## config.mk

```make
export PLATFORM = sky130hd
export DESIGN_NAME = mlp_step_engine
export DESIGN_NICKNAME = d
export VERILOG_FILES = /design/src/rtl/mlp_step_engine.sv
export SDC_FILE = /design/constraint.sdc
export NUM_CORES = 1
export LEC_CHECK = 0
export ABC_AREA = 1
export CAP_MARGIN = 20
export CELL_PAD_IN_SITES_DETAIL_PLACEMENT = 2
export CELL_PAD_IN_SITES_GLOBAL_PLACEMENT = 2
export CORE_MARGIN = 2
export CORE_UTILIZATION = 41
export CTS_BUF_LIST = sky130_fd_sc_hd__clkbuf_16
export DETAILED_ROUTE_END_ITERATION = 10
export GPL_TIMING_DRIVEN = 0
export PLACE_DENSITY_LB_ADDON = 0.1
export SYNTH_ARGS = -nofsm -noshare
export SYNTH_HDL_FRONTEND = slang
export SYNTH_SLANG_ARGS = --single-unit
```

## constraint.sdc

```tcl
create_clock -name clk -period 11.8 [get_ports clk]
set_input_delay 1.77 -clock clk [delete_from_list [all_inputs] [get_ports clk]]
set_output_delay 1.77 -clock clk [all_outputs]
set_load 0.02 [all_outputs]
```

## src/rtl/mlp_step_engine.sv

```systemverilog
// mlp_step_engine
// Time-multiplexed step-detection network: N_IN signed inputs feed N_HID
// hidden nodes, whose results feed one output node followed by a threshold
// activation. A single shared MAC is sequenced by the FSM below; weights are
// loaded at runtime through a write port that is open only while idle.
//
// Ports
//   clk        clock, all state on rising edge
//   rst        synchronous active-high reset
//   wt_we      weight write strobe
//   wt_addr    weight address (hidden h / input i at h*N_IN+i,
//              output weight h at N_HID*N_IN+h)
//   wt_data    signed weight
//   wt_ready   high only in IDLE; writes taken only when high
//   in_valid   sample valid
//   in_ready   high only in IDLE
//   in_data    input i at bits [i*W +: W], signed
//   out_valid  result valid
//   out_ready  consumer accepts result
//   score      signed output-node result
//   step       score >= THRESH
//
// state  | meaning
// -------+-----------------------------------------------------------
// IDLE   | waiting for a sample; weight writes accepted
// HID    | one MAC per cycle over hidden nodes (node-major, input-minor)
// OUT    | one MAC per cycle over hidden registers for the output node
// ACT    | register score/step, commit any deferred weight write
// DONE   | result presented until out_ready
module mlp_step_engine #(
    parameter int W        = 8,
    parameter int N_IN     = 2,
    parameter int N_HID    = 2,
    parameter int WA       = 3,
    parameter int ACC_W    = 20,
    parameter int FRAC     = 4,
    parameter int THRESH   = 0,
    parameter int HID_RELU = 0
) (
    input  logic              clk,
    input  logic              rst,
    input  logic              wt_we,
    input  logic [WA-1:0]     wt_addr,
    input  logic [W-1:0]      wt_data,
    output logic              wt_ready,
    input  logic              in_valid,
    output logic              in_ready,
    input  logic [N_IN*W-1:0] in_data,
    output logic              out_valid,
    input  logic              out_ready,
    output logic [W-1:0]      score,
    output logic              step
);

    localparam int NW = N_HID * (N_IN + 1);
    localparam int HW = (N_HID > 1) ? $clog2(N_HID) : 1;
    localparam int IW = (N_IN > 1) ? $clog2(N_IN) : 1;

    localparam logic signed [ACC_W-1:0] SAT_MAX  = ACC_W'((2 ** (W - 1)) - 1);
    localparam logic signed [ACC_W-1:0] SAT_MIN  = ACC_W'(-(2 ** (W - 1)));
    localparam logic signed [W-1:0]     THRESH_W = W'(THRESH);

    typedef enum logic [2:0] {
        S_IDLE,
        S_HID,
        S_OUT,
        S_ACT,
        S_DONE
    } state_t;

    state_t state, state_nxt;

    logic signed [W-1:0] wt_mem [NW];
    logic signed [W-1:0] x_q    [N_IN];
    logic signed [W-1:0] hid_q  [N_HID];

    logic [HW-1:0]           h_cnt;
    logic [IW-1:0]           i_cnt;
    logic signed [ACC_W-1:0] acc;
    logic signed [W-1:0]     out_r;
    logic signed [W-1:0]     score_q;
    logic                    step_q;

    // A write that lands in the same cycle as a sample handshake is parked
    // here so the sample still sees the old word; it is committed once the
    // MAC has finished reading weights.
    logic                pend_v;
    logic [WA-1:0]       pend_addr;
    logic signed [W-1:0] pend_data;

    logic                    last_in, last_hid, first, wt_in_range;
    logic [WA-1:0]           wt_idx;
    logic signed [W-1:0]     mac_a, mac_b;
    logic signed [2*W-1:0]   prod;
    logic signed [ACC_W-1:0] prod_ext, acc_base, mac_sum, shifted;
    logic signed [W-1:0]     mac_sat, hid_res;

    assign last_in     = (int'(i_cnt) == N_IN - 1);
    assign last_hid    = (int'(h_cnt) == N_HID - 1);
    assign wt_in_range = (int'(wt_addr) < NW);

    // Operand select and shared MAC datapath
    always_comb begin
        wt_idx = '0;
        mac_a  = '0;
        first  = 1'b0;
        if (state == S_OUT) begin
            wt_idx = WA'(N_HID * N_IN + int'(h_cnt));
            mac_a  = hid_q[h_cnt];
            first  = (h_cnt == '0);
        end else begin
            wt_idx = WA'(int'(h_cnt) * N_IN + int'(i_cnt));
            mac_a  = x_q[i_cnt];
            first  = (i_cnt == '0);
        end
        mac_b    = wt_mem[wt_idx];
        prod     = mac_a * mac_b;
        prod_ext = {{(ACC_W - 2 * W){prod[2*W-1]}}, prod};
        acc_base = first ? '0 : acc;
        mac_sum  = acc_base + prod_ext;
        shifted  = mac_sum >>> FRAC;
        if (shifted > SAT_MAX) begin
            mac_sat = SAT_MAX[W-1:0];
        end else if (shifted < SAT_MIN) begin
            mac_sat = SAT_MIN[W-1:0];
        end else begin
            mac_sat = shifted[W-1:0];
        end
        hid_res = ((HID_RELU != 0) && mac_sat[W-1]) ? '0 : mac_sat;
    end

    always_ff @(posedge clk) begin
        if (rst) begin
            state <= S_IDLE;
        end else begin
            state <= state_nxt;
        end
    end

    always_comb begin
        state_nxt = state;
        case (state)
            S_IDLE:  if (in_valid) state_nxt = S_HID;
            S_HID:   if (last_in && last_hid) state_nxt = S_OUT;
            S_OUT:   if (last_hid) state_nxt = S_ACT;
            S_ACT:   state_nxt = S_DONE;
            S_DONE:  if (out_ready) state_nxt = S_IDLE;
            default: state_nxt = S_IDLE;
        endcase
    end

    always_ff @(posedge clk) begin
        if (rst) begin
            h_cnt     <= '0;
            i_cnt     <= '0;
            acc       <= '0;
            out_r     <= '0;
            score_q   <= '0;
            step_q    <= 1'b0;
            pend_v    <= 1'b0;
            pend_addr <= '0;
            pend_data <= '0;
            for (int k = 0; k < NW; k++)    wt_mem[k] <= '0;
            for (int k = 0; k < N_IN; k++)  x_q[k]    <= '0;
            for (int k = 0; k < N_HID; k++) hid_q[k]  <= '0;
        end else begin
            case (state)
                S_IDLE: begin
                    h_cnt <= '0;
                    i_cnt <= '0;
                    if (in_valid) begin
                        for (int k = 0; k < N_IN; k++) x_q[k] <= in_data[k*W +: W];
                    end
                    if (wt_we && wt_in_range) begin
                        if (in_valid) begin
                            pend_v    <= 1'b1;
                            pend_addr <= wt_addr;
                            pend_data <= wt_data;
                        end else begin
                            wt_mem[wt_addr] <= wt_data;
                        end
                    end
                end
                S_HID: begin
                    acc <= mac_sum;
                    if (last_in) begin
                        hid_q[h_cnt] <= hid_res;
                        i_cnt        <= '0;
                        h_cnt        <= last_hid ? '0 : h_cnt + 1'b1;
                    end else begin
                        i_cnt <= i_cnt + 1'b1;
                    end
                end
                S_OUT: begin
                    acc <= mac_sum;
                    if (last_hid) begin
                        out_r <= mac_sat;
                        h_cnt <= '0;
                    end else begin
                        h_cnt <= h_cnt + 1'b1;
                    end
                end
                S_ACT: begin
                    score_q <= out_r;
                    step_q  <= (out_r >= THRESH_W);
                    if (pend_v) begin
                        wt_mem[pend_addr] <= pend_data;
                        pend_v            <= 1'b0;
                    end
                end
                default: ;
            endcase
        end
    end

    assign wt_ready  = (state == S_IDLE);
    assign in_ready  = (state == S_IDLE);
    assign out_valid = (state == S_DONE);
    assign score     = score_q;
    assign step      = step_q;

endmodule

```

== Yosys cells after proc, flatten, opt, wreduce, memory -nomap -nowiden ==
Memories as Yosys holds them, arrays and structs flattened. A register that Yosys moved wholly into a read port is not among the register bits.
Cells that the tools add are included.

* Register bits after elaboration: 54
* Memory bits (writable): 80
* Bits of input ports: 32
* Output and inout bits: 12
* Word-level logic and storage cells: 105
* Memories kept: 3

{| class="wikitable"
|+ Memory list
! memory !! words !! bits a word !! read ports !! clocked after Yosys merged registers in !! write ports !! RTL line !! RTL
|-
| wt_mem || 6 || 8 || 1 || 0 || 6 || 73 || <nowiki>logic signed [W-1:0] wt_mem [NW];</nowiki>
|-
| hid_q || 2 || 8 || 1 || 1 || 2 || 75 || <nowiki>logic signed [W-1:0] hid_q [N_HID];</nowiki>
|-
| x_q || 2 || 8 || 1 || 1 || 2 || 74 || <nowiki>logic signed [W-1:0] x_q [N_IN];</nowiki>
|}

* Add/sub/neg operators: 5
* Multiply operators: 1
* $lt $le $gt $ge: 4
* Eq/ne operators: 10
* Muxes and demuxes: 53
* Bitwise logic cells: 4
* Reductions and logical operators: 15

{| class="wikitable"
|+ Operators with widths
! kind !! count
|-
| 2-to-1 mux 8 bit || 8
|-
| 2-to-1 mux 1 bit || 33
|-
| OR reduction 8 bit || 3
|-
| 2-to-1 mux 3 bit || 7
|-
| adder 20 x 16 -> 20 bit || 1
|-
| 2-to-1 mux 20 bit || 1
|-
| > comparator 16 x 8 -> 1 bit, second input constant || 1
|-
| < comparator 16 x 8 -> 1 bit, second input constant || 1
|-
| multiplier 8 x 8 -> 16 bit || 1
|-
| one-hot mux 3 bit (5 select lines) || 1
|-
| greater-or-equal comparator 8 x 1 -> 1 bit, second input constant || 1
|-
| != test 2 bit, second input constant || 4
|-
| == test 3 x 2 -> 1 bit, second input constant || 2
|-
| AND reduction 3 bit || 2
|-
| != test 2 x 1 -> 1 bit, second input constant || 2
|-
| one-hot mux 1 bit (2 select lines) || 2
|-
| AND reduction 2 bit || 2
|-
| AND reduction 4 bit || 1
|-
| nonzero test 2 bit || 2
|-
| adder 2 x 1 -> 3 bit || 1
|-
| adder 3 x 1 -> 3 bit, first input constant || 1
|-
| == test 3 x 1 -> 1 bit, second input constant || 1
|-
| == test 3 bit, second input constant || 1
|-
| zero test 3 bit || 1
|-
| 8 further kinds || 12
|}

== Logic depth before layout (Yosys ltp) ==
* Word-level depth: 9
* Mapped depth: 40
* Mapped depth without buffers: 39

== Worst setup path before layout ==
Ideal clock, no wire load.

* Kind: reg2reg
* From: reg state[2]
* To: mem hid_q[0][1] (data pin)
* Library setup time: 0.265 ns
* Data arrival time: 6.549 ns
* Data required time: 11.535 ns
* Path slack: 4.986 ns
* Stages on the path, launching flop included: 34
* Path buffers: 2
* Clock period less this slack: 6.814 ns
* Cells stage by stage: dfxtp_1 -> nor2_2 -> nand2_4 -> nand2_2 -> nand2_4 -> inv_1 -> clkbuf_1 -> nand2_1 -> a32o_1 -> nand2_1 -> nand2_1 -> nor2_1 -> inv_1 -> fa_1 -> inv_1 -> fa_1 -> fa_1 -> fa_1 -> fa_1 -> ha_1 -> nand2_1 -> nor2_1 -> nand3_1 -> nand3_1 -> nand2_1 -> nand2_1 -> nand3_1 -> nor2_1 -> nand4_1 -> nand2_2 -> buf_6 -> nand2_1 -> nand2_1 -> nor2_1

{| class="wikitable"
|+ RTL lines
! element !! RTL line !! RTL
|-
| from (decl) || 71 || <nowiki>state_t state, state_nxt;</nowiki>
|-
| from (signal assigned) || 136 || <nowiki>state <= state_nxt;</nowiki>
|-
| to (decl) || 75 ||
|}

==> impl_results.md <==
* Synth Area in Simple Gates at 0.199
* H-tree level count at 4
* I/O Buffers at 42
* Worst path max stage delay at 0.60 ns
* XOR/XNOR share of the synthesized area at 0.0114
* Largest net degree at the start of global routing at 17
* Compound-cell area share of the yosys netlist at 0.0853
* First-pass GRT wire length at 53.8 mm
* Layout cells sized above 1 at 0.0565
* Worst EP arrival at 7.98 ns
* Fillers at 2634
* Post-CTS sizing at 0
* Yosys reg bits at 136
* CP Data Required Time at 11.96 ns
* EDFF count, synth at 80
* DRT antenna net count at 0
* Worst min-delay path class: register to register
* Yosys cell types at 42
* Routed vias at 8252
* Largest family of logic cells by synthesized area: adder cells
* Area of the multi-input gates at 5330 um^2
* Setup Fix Bufs, Post-CTS at 0
* GPL Wtd Cong at 0.831
* Post-Syn Nets at 1347
* Top cells by area, synth: edfxtp_1 24%, fa_1 18%, dfxtp_1 11%, inv_1 9.0%, nand2_1 8.6%
* IO Pins at 44
* Length of routed met3 wiring at 1.25 mm
* Asr flop ratio synth at 0
* DR iter-0 viols at 260
* Slowest CP cell: fa_1
* Routed len/inst at 21.5 um
* Fin crit period at 7.81 ns
* Slew margin rel. at 0.236
* Clock Skew at 0.0139 ns
* Max cap viols at 0
* Synthesized area at 9890 um^2
* Most common cell in the netlist: inv_1
* Multiplexer share of the synthesized area at 0.00632
* Total grt overflow at 0
* Sequential cell area at 3520 um^2
* CTS tree: done
* Post-CTS Hold Buffers at 0
* Syn Area/Cell at 8.38 um^2
* Routed vias/inst at 5.24
* Max Used Layer: met4
* Total GRT Usage at 0.277
* Antenna Cells at 0
* First-pass detailed-route iteration total at 5
* Width of the die at 159 um
* Post-route DRC at 0
* Post-synthesis sequential area ratio at 0.356
* Yosys top cell by area: edfxtp_1
* Total die area at 25400 um^2
* Startpoint Class: register
* Clock tree sinks at 136
* Root Driver: clkbuf_16
* Status: finished clean
* Largest fanout on the critical path at 10
* Adder-cell share of the synthesized area at 0.236
* Synth cell count leaders: 238 x inv_1, 226 x nand2_1, 178 x nor2_1
* Initial antenna violation count at 0
* DIE HEIGHT at 159 um
* Final period utilization at 0.662
* Met2 WL at 17.8 mm
* Crit end category: register
* Hold Violations, Final at 0
* Post-Syn Instances at 1181
* Hpwl dp at 25.8 mm
* Core outline area at 23600 um^2
* Post-Route WL at 33.9 mm
* Layout Area Growth over Synthesis at 14.4%
* Nets at 1410
* Worst-path clk slew at 0.07 ns
* Ys flop type: edfxtp_1
* Vias in the first global route at 9574
* Starting density of the core at 0.419
* Crit Path Class: register to register
* Unrepaired setup endpoints after global routing: no
* # rows at 56
* Most frequent CP cell: nand2_1
* Worst-Skew Late Latency at 0.44 ns
* WL met1 at 14.2 mm
* Pins Over Slew Limit at 0
* Fmax at 128 MHz
* Number of buffers created by CTS at 17
* Final setup fails at 0
* Setup TNS at 0 ns
* Post-synth top area share at 0.243
* Clock tree buffer depth at 2
* Yosys Warn Count at 0
* Worst Tran Pin Value at 1.13 ns
[registers in the layout, indices dropped and copies added, names as in the netlist, named ones only]
name	flops
acc	20
h_cnt	1
hid_q	16
i_cnt	1
out_r	8
pend_addr	3
pend_data	8
pend_v	1
score	8
state	3
step	1
wt_mem	48
x_q	16
[routing by layer]
layer  global-route usage  vias up
met5                    0        -
met4               0.0798        0
met3               0.0451       44
met2                0.505      136
met1                0.337     4258
li1                     -     3814
[worst max-delay path: cells and delay by family (launching register included)]
| kind | cells | cell delay, ns |
|---|---|---|
| adders and majority gates | 6 | 2.82 |
| and+or+nand+nor | 16 | 2.66 |
| buffers and inverters | 5 | 0.99 |
| AOI/OAI and AO/OA | 3 | 0.69 |
| DFF | 1 | 0.34 |
[kinds of logic (layout without fill, tap and decap cells)]
family | after synthesis | after routing
muxes | 6 | 6
and+or+nand+nor | 480 | 480
DFF | 136 | 136
AOI/OAI and AO/OA | 139 | 139
xor gates and xnor gates | 12 | 12
adders and majority gates | 134 | 134
buffers and inverters | 274 | 350
[layout by cell type, fill, tap and decap left out, drive strengths merged, types with 36 or more instances in the layout]
| cell type | netlist | final |
|---|---|---|
| nand2 | 239 | 239 |
| dfxtp | 56 | 56 |
| fa | 88 | 88 |
| o21ai | 44 | 44 |
| edfxtp | 80 | 80 |
| inv | 240 | 246 |
| nor2 | 181 | 181 |
| clkdlybuf4s50 | 0 | 42 |
| ha | 46 | 46 |
| clkbuf | 22 | 39 |
| nand3 | 36 | 36 |
| a21oi | 50 | 50 |
[stage by stage]
step                setup slack (ns)  instance area [um^2]  std cells  hold slack, ns  utilization
floorplan                       4.99                  9890       1181           0.430            -
global placement                3.32                 10700       1542           0.442        0.454
detailed placement              4.10                 10700       1544           0.454        0.455
CTS                             3.93                 11300       1576           0.465        0.479
global route                    3.49                 11300       1576           0.495        0.479
finish                          3.99                 11300       1576           0.467        0.479
[final cells by class]
type / count / area share
tap: 319 / 0.0353
multi-input combinational: 771 / 0.471
inverter: 241 / 0.0802
buffer: 33 / 0.0125
sequential: 136 / 0.311
clock inverter: 15 / 0.0126
clock buffer: 17 / 0.0376
timing repair buffer: 44 / 0.0398
[worst paths after layout]
kind / cells after the start / to / slack [ns] / startpoint
worst min register to register: 2 / acc[0] / 0.47 / acc[0]
worst min-delay path: 2 / acc[0] / 0.47 / acc[0]
worst max-delay path: 30 / hid_q[0][0] / 3.99 / state[2]
worst max register to register: 30 / hid_q[0][0] / 3.99 / state[2]
Power is left out: the tool's default activity adds up to more than one toggle a clock period on the data nets, which glitch-free logic cannot reach.
